===== config.mk =====
export PLATFORM = sky130hd
export DESIGN_NAME = y86_pipe_reg
export DESIGN_NICKNAME = d
export VERILOG_FILES = /design/src/rtl/y86_pkg.sv /design/src/rtl/sat_counter.sv /design/src/rtl/y86_pipe_reg.sv
export SDC_FILE = /design/constraint.sdc
export NUM_CORES = 1
export LEC_CHECK = 0
export BUFFER_PORTS_ARGS = -buffer_cell sky130_fd_sc_hd__buf_2
export CORE_AREA = 2 2 330 332
export CTS_CLUSTER_SIZE = 20
export DETAILED_ROUTE_END_ITERATION = 8
export DIE_AREA = 0 0 332 334
export GPL_ROUTABILITY_DRIVEN = 0
export PLACE_DENSITY_LB_ADDON = 0.05
export REMOVE_ABC_BUFFERS = 1
export SYNTH_ARGS = -nofsm -noshare
export SYNTH_HDL_FRONTEND = slang
export SYNTH_SLANG_ARGS = --single-unit

===== constraint.sdc =====
create_clock -name clk -period 1.9 [get_ports clk]
set_input_delay 0.38 -clock clk [delete_from_list [all_inputs] [get_ports clk]]
set_output_delay 0.38 -clock clk [all_outputs]
set_load 0.01 [all_outputs]

===== src/rtl/y86_pkg.sv =====
// Shared Y86 pipeline definitions: status codes, register/icode constants and
// the control-field bundle carried between pipeline stages.
package y86_pkg;

    localparam logic [2:0] STAT_AOK = 3'd1;
    localparam logic [2:0] STAT_HLT = 3'd2;
    localparam logic [2:0] STAT_ADR = 3'd3;
    localparam logic [2:0] STAT_INS = 3'd4;

    localparam logic [3:0] ICODE_NOP = 4'h1;
    localparam logic [3:0] REG_NONE  = 4'hF;

    typedef struct packed {
        logic [2:0] status;
        logic [3:0] icode;
        logic [3:0] rA;
        logic [3:0] rB;
        logic       cnd;
    } pipe_ctrl_t;

    localparam pipe_ctrl_t PIPE_CTRL_BUBBLE = '{
        status: STAT_AOK,
        icode:  ICODE_NOP,
        rA:     REG_NONE,
        rB:     REG_NONE,
        cnd:    1'b0
    };

    typedef enum logic [1:0] {
        ACT_HOLD,
        ACT_BUBBLE,
        ACT_LOAD
    } pipe_act_t;

endpackage


===== src/rtl/sat_counter.sv =====
// Saturating up-counter with synchronous active-low clear; sticks at all-ones.
module sat_counter #(
    parameter int W = 16
) (
    input  logic         clk,
    input  logic         rst_n,
    input  logic         inc,
    output logic [W-1:0] count
);

    logic [W-1:0] count_q;

    always_ff @(posedge clk) begin
        if (!rst_n) begin
            count_q <= '0;
        end else if (inc && (count_q != {W{1'b1}})) begin
            count_q <= count_q + {{(W-1){1'b0}}, 1'b1};
        end
    end

    assign count = count_q;

endmodule


===== src/rtl/y86_pipe_reg.sv =====
// Generic Y86 stage boundary register with stall, bubble injection, optional
// sticky freeze on exceptional status, and saturating stall/bubble counters.
module y86_pipe_reg
    import y86_pkg::*;
#(
    parameter int NVAL          = 6,
    parameter int WORD_W        = 64,
    parameter int CNT_W         = 16,
    parameter bit FREEZE_ON_EXC = 1'b0
) (
    input  logic                   clk,
    input  logic                   rst_n,
    input  logic                   stall,
    input  logic                   bubble,
    input  logic [2:0]             in_status,
    input  logic [3:0]             in_icode,
    input  logic [3:0]             in_rA,
    input  logic [3:0]             in_rB,
    input  logic                   in_cnd,
    input  logic [NVAL*WORD_W-1:0] in_vals,
    output logic [2:0]             out_status,
    output logic [3:0]             out_icode,
    output logic [3:0]             out_rA,
    output logic [3:0]             out_rB,
    output logic                   out_cnd,
    output logic [NVAL*WORD_W-1:0] out_vals,
    output logic                   out_valid,
    output logic                   frozen,
    output logic                   conflict,
    output logic [CNT_W-1:0]       stall_cnt,
    output logic [CNT_W-1:0]       bubble_cnt
);

    pipe_ctrl_t             ctrl_q, ctrl_d;
    logic [NVAL*WORD_W-1:0] vals_q, vals_d;
    logic                   valid_q, valid_d;
    logic                   frozen_q, frozen_d;
    logic                   conflict_q, conflict_d;
    pipe_act_t              act;

    // Priority: freeze hold, then bubble, then stall hold, else load.
    always_comb begin
        act        = ACT_LOAD;
        ctrl_d     = ctrl_q;
        vals_d     = vals_q;
        valid_d    = valid_q;
        frozen_d   = frozen_q;
        conflict_d = conflict_q | (stall & bubble);

        if (frozen_q) begin
            act = ACT_HOLD;
        end else if (bubble) begin
            act = ACT_BUBBLE;
        end else if (stall) begin
            act = ACT_HOLD;
        end

        case (act)
            ACT_BUBBLE: begin
                ctrl_d  = PIPE_CTRL_BUBBLE;
                vals_d  = '0;
                valid_d = 1'b0;
            end
            ACT_LOAD: begin
                ctrl_d.status = in_status;
                ctrl_d.icode  = in_icode;
                ctrl_d.rA     = in_rA;
                ctrl_d.rB     = in_rB;
                ctrl_d.cnd    = in_cnd;
                vals_d        = in_vals;
                valid_d       = 1'b1;
                if (FREEZE_ON_EXC && (in_status != STAT_AOK)) begin
                    frozen_d = 1'b1;
                end
            end
            default: ;
        endcase
    end

    always_ff @(posedge clk) begin
        if (!rst_n) begin
            ctrl_q     <= PIPE_CTRL_BUBBLE;
            vals_q     <= '0;
            valid_q    <= 1'b0;
            frozen_q   <= 1'b0;
            conflict_q <= 1'b0;
        end else begin
            ctrl_q     <= ctrl_d;
            vals_q     <= vals_d;
            valid_q    <= valid_d;
            frozen_q   <= frozen_d;
            conflict_q <= conflict_d;
        end
    end

    // Counters see only the out-of-reset actions; freeze masks both.
    sat_counter #(.W(CNT_W)) u_stall_cnt (
        .clk   (clk),
        .rst_n (rst_n),
        .inc   (!frozen_q && !bubble && stall),
        .count (stall_cnt)
    );

    sat_counter #(.W(CNT_W)) u_bubble_cnt (
        .clk   (clk),
        .rst_n (rst_n),
        .inc   (!frozen_q && bubble),
        .count (bubble_cnt)
    );

    assign out_status = ctrl_q.status;
    assign out_icode  = ctrl_q.icode;
    assign out_rA     = ctrl_q.rA;
    assign out_rB     = ctrl_q.rB;
    assign out_cnd    = ctrl_q.cnd;
    assign out_vals   = vals_q;
    assign out_valid  = valid_q;
    assign frozen     = frozen_q;
    assign conflict   = conflict_q;

endmodule


==> out/summary.json <==
{
  "ys_seq_elements": {"value": 434},
  "cp_num_cells": {"value": 5},
  "critPathCapture": {"value": "u_bubble_cnt.count[13]"},
  "synth_warnings": {"value": 0},
  "fillCellCount": {"value": 11800},
  "worst_ir_drop_vdd": {"value": 715, "unit": "uV"},
  "layout_worst_path_cycle_share": {"value": 93.5, "unit": "%"},
  "path_delay_family": {"value": "simple AND/OR/NAND/NOR gates"},
  "worst_setup_path_start_kind": {"value": "register"},
  "finalWorstPathRequiredPeriod": {"value": 1780, "unit": "ps"},
  "cpPeakStageDelay": {"value": 520, "unit": "ps"},
  "status": {"value": "completed"},
  "most_common_library_cell_in_the_layout_ignoring_fill_and_taps": {"value": "sky130_fd_sc_hd__buf_2"},
  "cap_viol_max_count": {"value": 0},
  "timing.clock.skew": {"value": 3.39, "unit": "ps"},
  "later_pin_clock_latency_in_the_skew_report": {"value": 640, "unit": "ps"},
  "worstPathRequired": {"value": 2420, "unit": "ps"},
  "via_count": {"value": 15200},
  "yosysSeqAreaShare": {"value": 55.7, "unit": "%"},
  "clock_tree_root_buffer_cell": {"value": "sky130_fd_sc_hd__clkbuf_16"},
  "layout_overhead_on_the_synthesized_area": {"value": 76.4, "unit": "%"},
  "fp.dieArea": {"value": 111000, "unit": "sq um"},
  "whs": {"value": 39.0, "unit": "ps"},
  "slew_violations": {"value": 0},
  "dpl.cell_count": {"value": 3708},
  "number_of_nets_in_the_finished_design": {"value": 3149},
  "tritoncts": {"value": "done"},
  "start_util": {"value": 14.5, "unit": "%"},
  "design_area": {"value": 27500, "unit": "sq um"},
  "regToRegStartpoint": {"value": "u_bubble_cnt.count[1]"},
  "slew_headroom": {"value": 49.8, "unit": "%"},
  "core_area": {"value": 108000, "unit": "sq um"},
  "final_hold_viol_count": {"value": 0},
  "numPortBuffers": {"value": 837},
  "cts_htree_levels": {"value": 2},
  "total_power": {"value": 0.0228, "unit": "W"},
  "number_of_global_route_vias_before_repair": {"value": 16000},
  "grt_pass1_wl": {"value": 102000, "unit": "microns"},
  "synthTopCellsByArea": {"value": "sky130_fd_sc_hd__dfxtp_1, sky130_fd_sc_hd__mux2i_1, sky130_fd_sc_hd__nor2_1"},
  "synth_edf_count": {"value": 0},
  "worst_hold_path_type": {"value": "in2reg"},
  "ys_types": {"value": 43},
  "cp_slowest_cell": {"value": "sky130_fd_sc_hd__or4_4"},
  "top_cell_type_by_total_area_after_synthesis": {"value": "sky130_fd_sc_hd__dfxtp_1"},
  "crit_path_end_kind": {"value": "register"},
  "crit_path_cell_trace": {"value": "nand4_1 > or4_4 > buf_4 > or3_1 > a21oi_1"},
  "synth_async_sr_flop_share": {"value": 0, "unit": "%"},
  "synth.top_cell.area_share": {"value": 55.7, "unit": "%"},
  "crit_path_max_fanout": {"value": 4},
  "rr_worst_depth": {"value": 5},
  "remaining_drc_errors": {"value": 0},
  "finalSetupViolations": {"value": 0},
  "layout-drive-gt1-share": {"value": 35.5, "unit": "%"},
  "ctsLongestPathBuffers": {"value": 3},
  "vias_per_cell": {"value": 3.63},
  "clock.fmax": {"value": 563, "unit": "MHz"},
  "final_antenna_net_count": {"value": 0},
  "drt_iter0_drc": {"value": 476},
  "post_synth_instance_area": {"value": 15600, "unit": "sq um"},
  "largest_net_degree_at_the_start_of_global_routing": {"value": 96},
  "r2r-end": {"value": "u_bubble_cnt.count[13]"},
  "routedWlPerCell": {"value": 16.5, "unit": "microns"},
  "final.setup.worst_slack": {"value": 123, "unit": "ps"},
  "globalRouteTotalUtil": {"value": 12.0, "unit": "%"},
  "std_cell_rows": {"value": 121},
  "max_slew.worst_pin.slew": {"value": 753, "unit": "ps"},
  "worst-r2r-setup-slack": {"value": 120, "unit": "ps"},
  "place_ws": {"value": 36.9, "unit": "ps"},
  "antenna_found_initial": {"value": 4},
  "critical_path.n_buffers_inverters": {"value": 1},
  "powerDensity": {"value": 830, "unit": "nW/um^2"},
  "tritoncts_num_sinks": {"value": 434},
  "timing.setup.critical_path_class": {"value": "reg2reg"},
  "worstSetupStartpoint": {"value": "u_bubble_cnt.count[1]"},
  "synth_cells": {"value": 1496},
  "hpwl_detailed": {"value": 51800, "unit": "microns"},
  "drt_pre_antenna_iters": {"value": 4},
  "leakagePower": {"value": 13.4, "unit": "nW"},
  "num_io_pins": {"value": 839},
  "timing.critical_path.arrival": {"value": 2300, "unit": "ps"},
  "die-width": {"value": 332, "unit": "microns"},
  "postSynthAreaPerCell": {"value": 10.4, "unit": "sq um"},
  "global_route.overflow_total": {"value": 0},
  "clock_pin_slew_on_the_worst_setup_and_hold_paths": {"value": 50, "unit": "ps"},
  "drt_wl_total": {"value": 69400, "unit": "microns"},
  "stdcell_count": {"value": 4198},
  "die_height": {"value": 334, "unit": "microns"},
  "synthFlopType": {"value": "sky130_fd_sc_hd__dfxtp_1"},
  "numCtsBuffers": {"value": 57},
  "dpl-instance-area": {"value": 21800, "unit": "sq um"},
  "layout.cells.most_common_list": {"value": "sky130_fd_sc_hd__buf_2, sky130_fd_sc_hd__dfxtp_1, sky130_fd_sc_hd__mux2i_1"}
}
-- worst min-delay path, stage by stage --
cell                      delay [ps]
sky130_fd_sc_hd__buf_2           120
sky130_fd_sc_hd__mux2i_1          70
sky130_fd_sc_hd__nor2_1           70
-- layout make-up --
class | instances | area [sq um] | share of cell area [%]
inverter | 5 | 18.8 | 0.0682
tap | 1414 | 1770 | 6.43
clock inverter | 8 | 57.6 | 0.209
sequential | 434 | 8690 | 31.6
timing repair buffer | 1284 | 8720 | 31.7
clock buffer | 89 | 1740 | 6.32
multi-input combinational | 961 | 6500 | 23.6
antenna | 3 | 7.51 | 0.0273
-- Yosys cell counts (2+ instances only) --
| library cell | count |
|---|---|
| sky130_fd_sc_hd__dfxtp_1 | 434 |
| sky130_fd_sc_hd__mux2i_1 | 405 |
| sky130_fd_sc_hd__nor2_1 | 400 |
| sky130_fd_sc_hd__clkbuf_1 | 54 |
| sky130_fd_sc_hd__buf_2 | 40 |
| sky130_fd_sc_hd__nand2_1 | 33 |
| sky130_fd_sc_hd__a21oi_1 | 19 |
| sky130_fd_sc_hd__o21ai_0 | 14 |
| sky130_fd_sc_hd__nand3_1 | 10 |
| sky130_fd_sc_hd__nand4_1 | 10 |
| sky130_fd_sc_hd__or3_1 | 10 |
| sky130_fd_sc_hd__nor4_1 | 7 |
| sky130_fd_sc_hd__o31ai_1 | 7 |
| sky130_fd_sc_hd__or4_1 | 6 |
| sky130_fd_sc_hd__inv_1 | 5 |
| sky130_fd_sc_hd__nand2b_1 | 4 |
| sky130_fd_sc_hd__nor3_1 | 3 |
| sky130_fd_sc_hd__a31oi_1 | 2 |
| sky130_fd_sc_hd__a41oi_1 | 2 |
| sky130_fd_sc_hd__and2_1 | 2 |
| sky130_fd_sc_hd__and3_1 | 2 |
| sky130_fd_sc_hd__and4_1 | 2 |
| sky130_fd_sc_hd__ha_1 | 2 |
| sky130_fd_sc_hd__o21a_1 | 2 |
| sky130_fd_sc_hd__o31a_1 | 2 |
| sky130_fd_sc_hd__xor2_1 | 2 |
-- power by group --
group / leakage, nW / internal [W] / switching, W / total, W
Sequential: 3.54 / 0.00939 / 0.000143 / 0.00954
Combinational: 8.99 / 0.00153 / 0.00126 / 0.00279
Clock: 0.885 / 0.00620 / 0.00432 / 0.0105
Total: 13.4 / 0.0171 / 0.00572 / 0.0228
-- routing by layer --
metal,vias up,track usage (%),routed length [microns]
met5,-,0,14
met4,2,4.72,2610
met3,116,4.31,5640
met2,526,22.0,35500
met1,7034,12.3,25600
li1,7570,-,-
-- stage by stage --
| step | setup TNS (ps) | utilization [%] |
|---|---|---|
| 2_1_floorplan | -1984010 | - |
| 3_3_place_gp | 0 | 20.2 |
| 3_5_place_dp | 0 | 20.2 |
| 4_1_cts | 0 | 25.5 |
| 5_1_grt | -3.88 | 25.5 |
| 6_report | 0 | 25.5 |
-- registers in the layout, summed over array words and instances, names as in the netlist --
signal / count
out_rB: 4
out_vals: 384
conflict: 1
out_cnd: 1
out_valid: 1
u_bubble_cnt.count: 16
out_rA: 4
out_icode: 4
out_status: 3
u_stall_cnt.count: 16
-- cell families (layout without fill, tap and decap cells) --
| family | Yosys count | after routing | share of synthesized area, % |
|---|---|---|---|
| compound gates | 53 | 53 | 2.06 |
| xor+xnor | 2 | 2 | 0.112 |
| fa+ha+maj | 2 | 2 | 0.160 |
| buf+inv | 101 | 1386 | 2.78 |
| flops | 434 | 434 | 55.7 |
| mux | 405 | 405 | 26.0 |
| other cells | 1 | 4 | 0.0240 |
| simple gates | 498 | 498 | 13.2 |
-- how the worst min path moves through the flow --
stage | from | slack, ps | to | cells after the start
2_1_floorplan | out_valid | 470 | out_valid | 2
3_3_place_gp | out_valid | 440 | out_valid | 2
3_5_place_dp | out_valid | 440 | out_valid | 2
4_1_cts | in_vals[287] | 2 | out_vals[287] | 3
5_1_grt | in_vals[287] | 10 | out_vals[287] | 3
6_report | in_vals[318] | 40 | out_vals[318] | 3
-- repair_timing --
item | 4_1_cts | 5_1_grt
setup endpoints to repair | 0 | 1
setup buffers | 0 | 1
hold endpoints to repair | 388 | 0
hold buffers | 388 | 0
resized for setup | 0 | 6
Note: power is estimated with default switching activity, not from simulation.
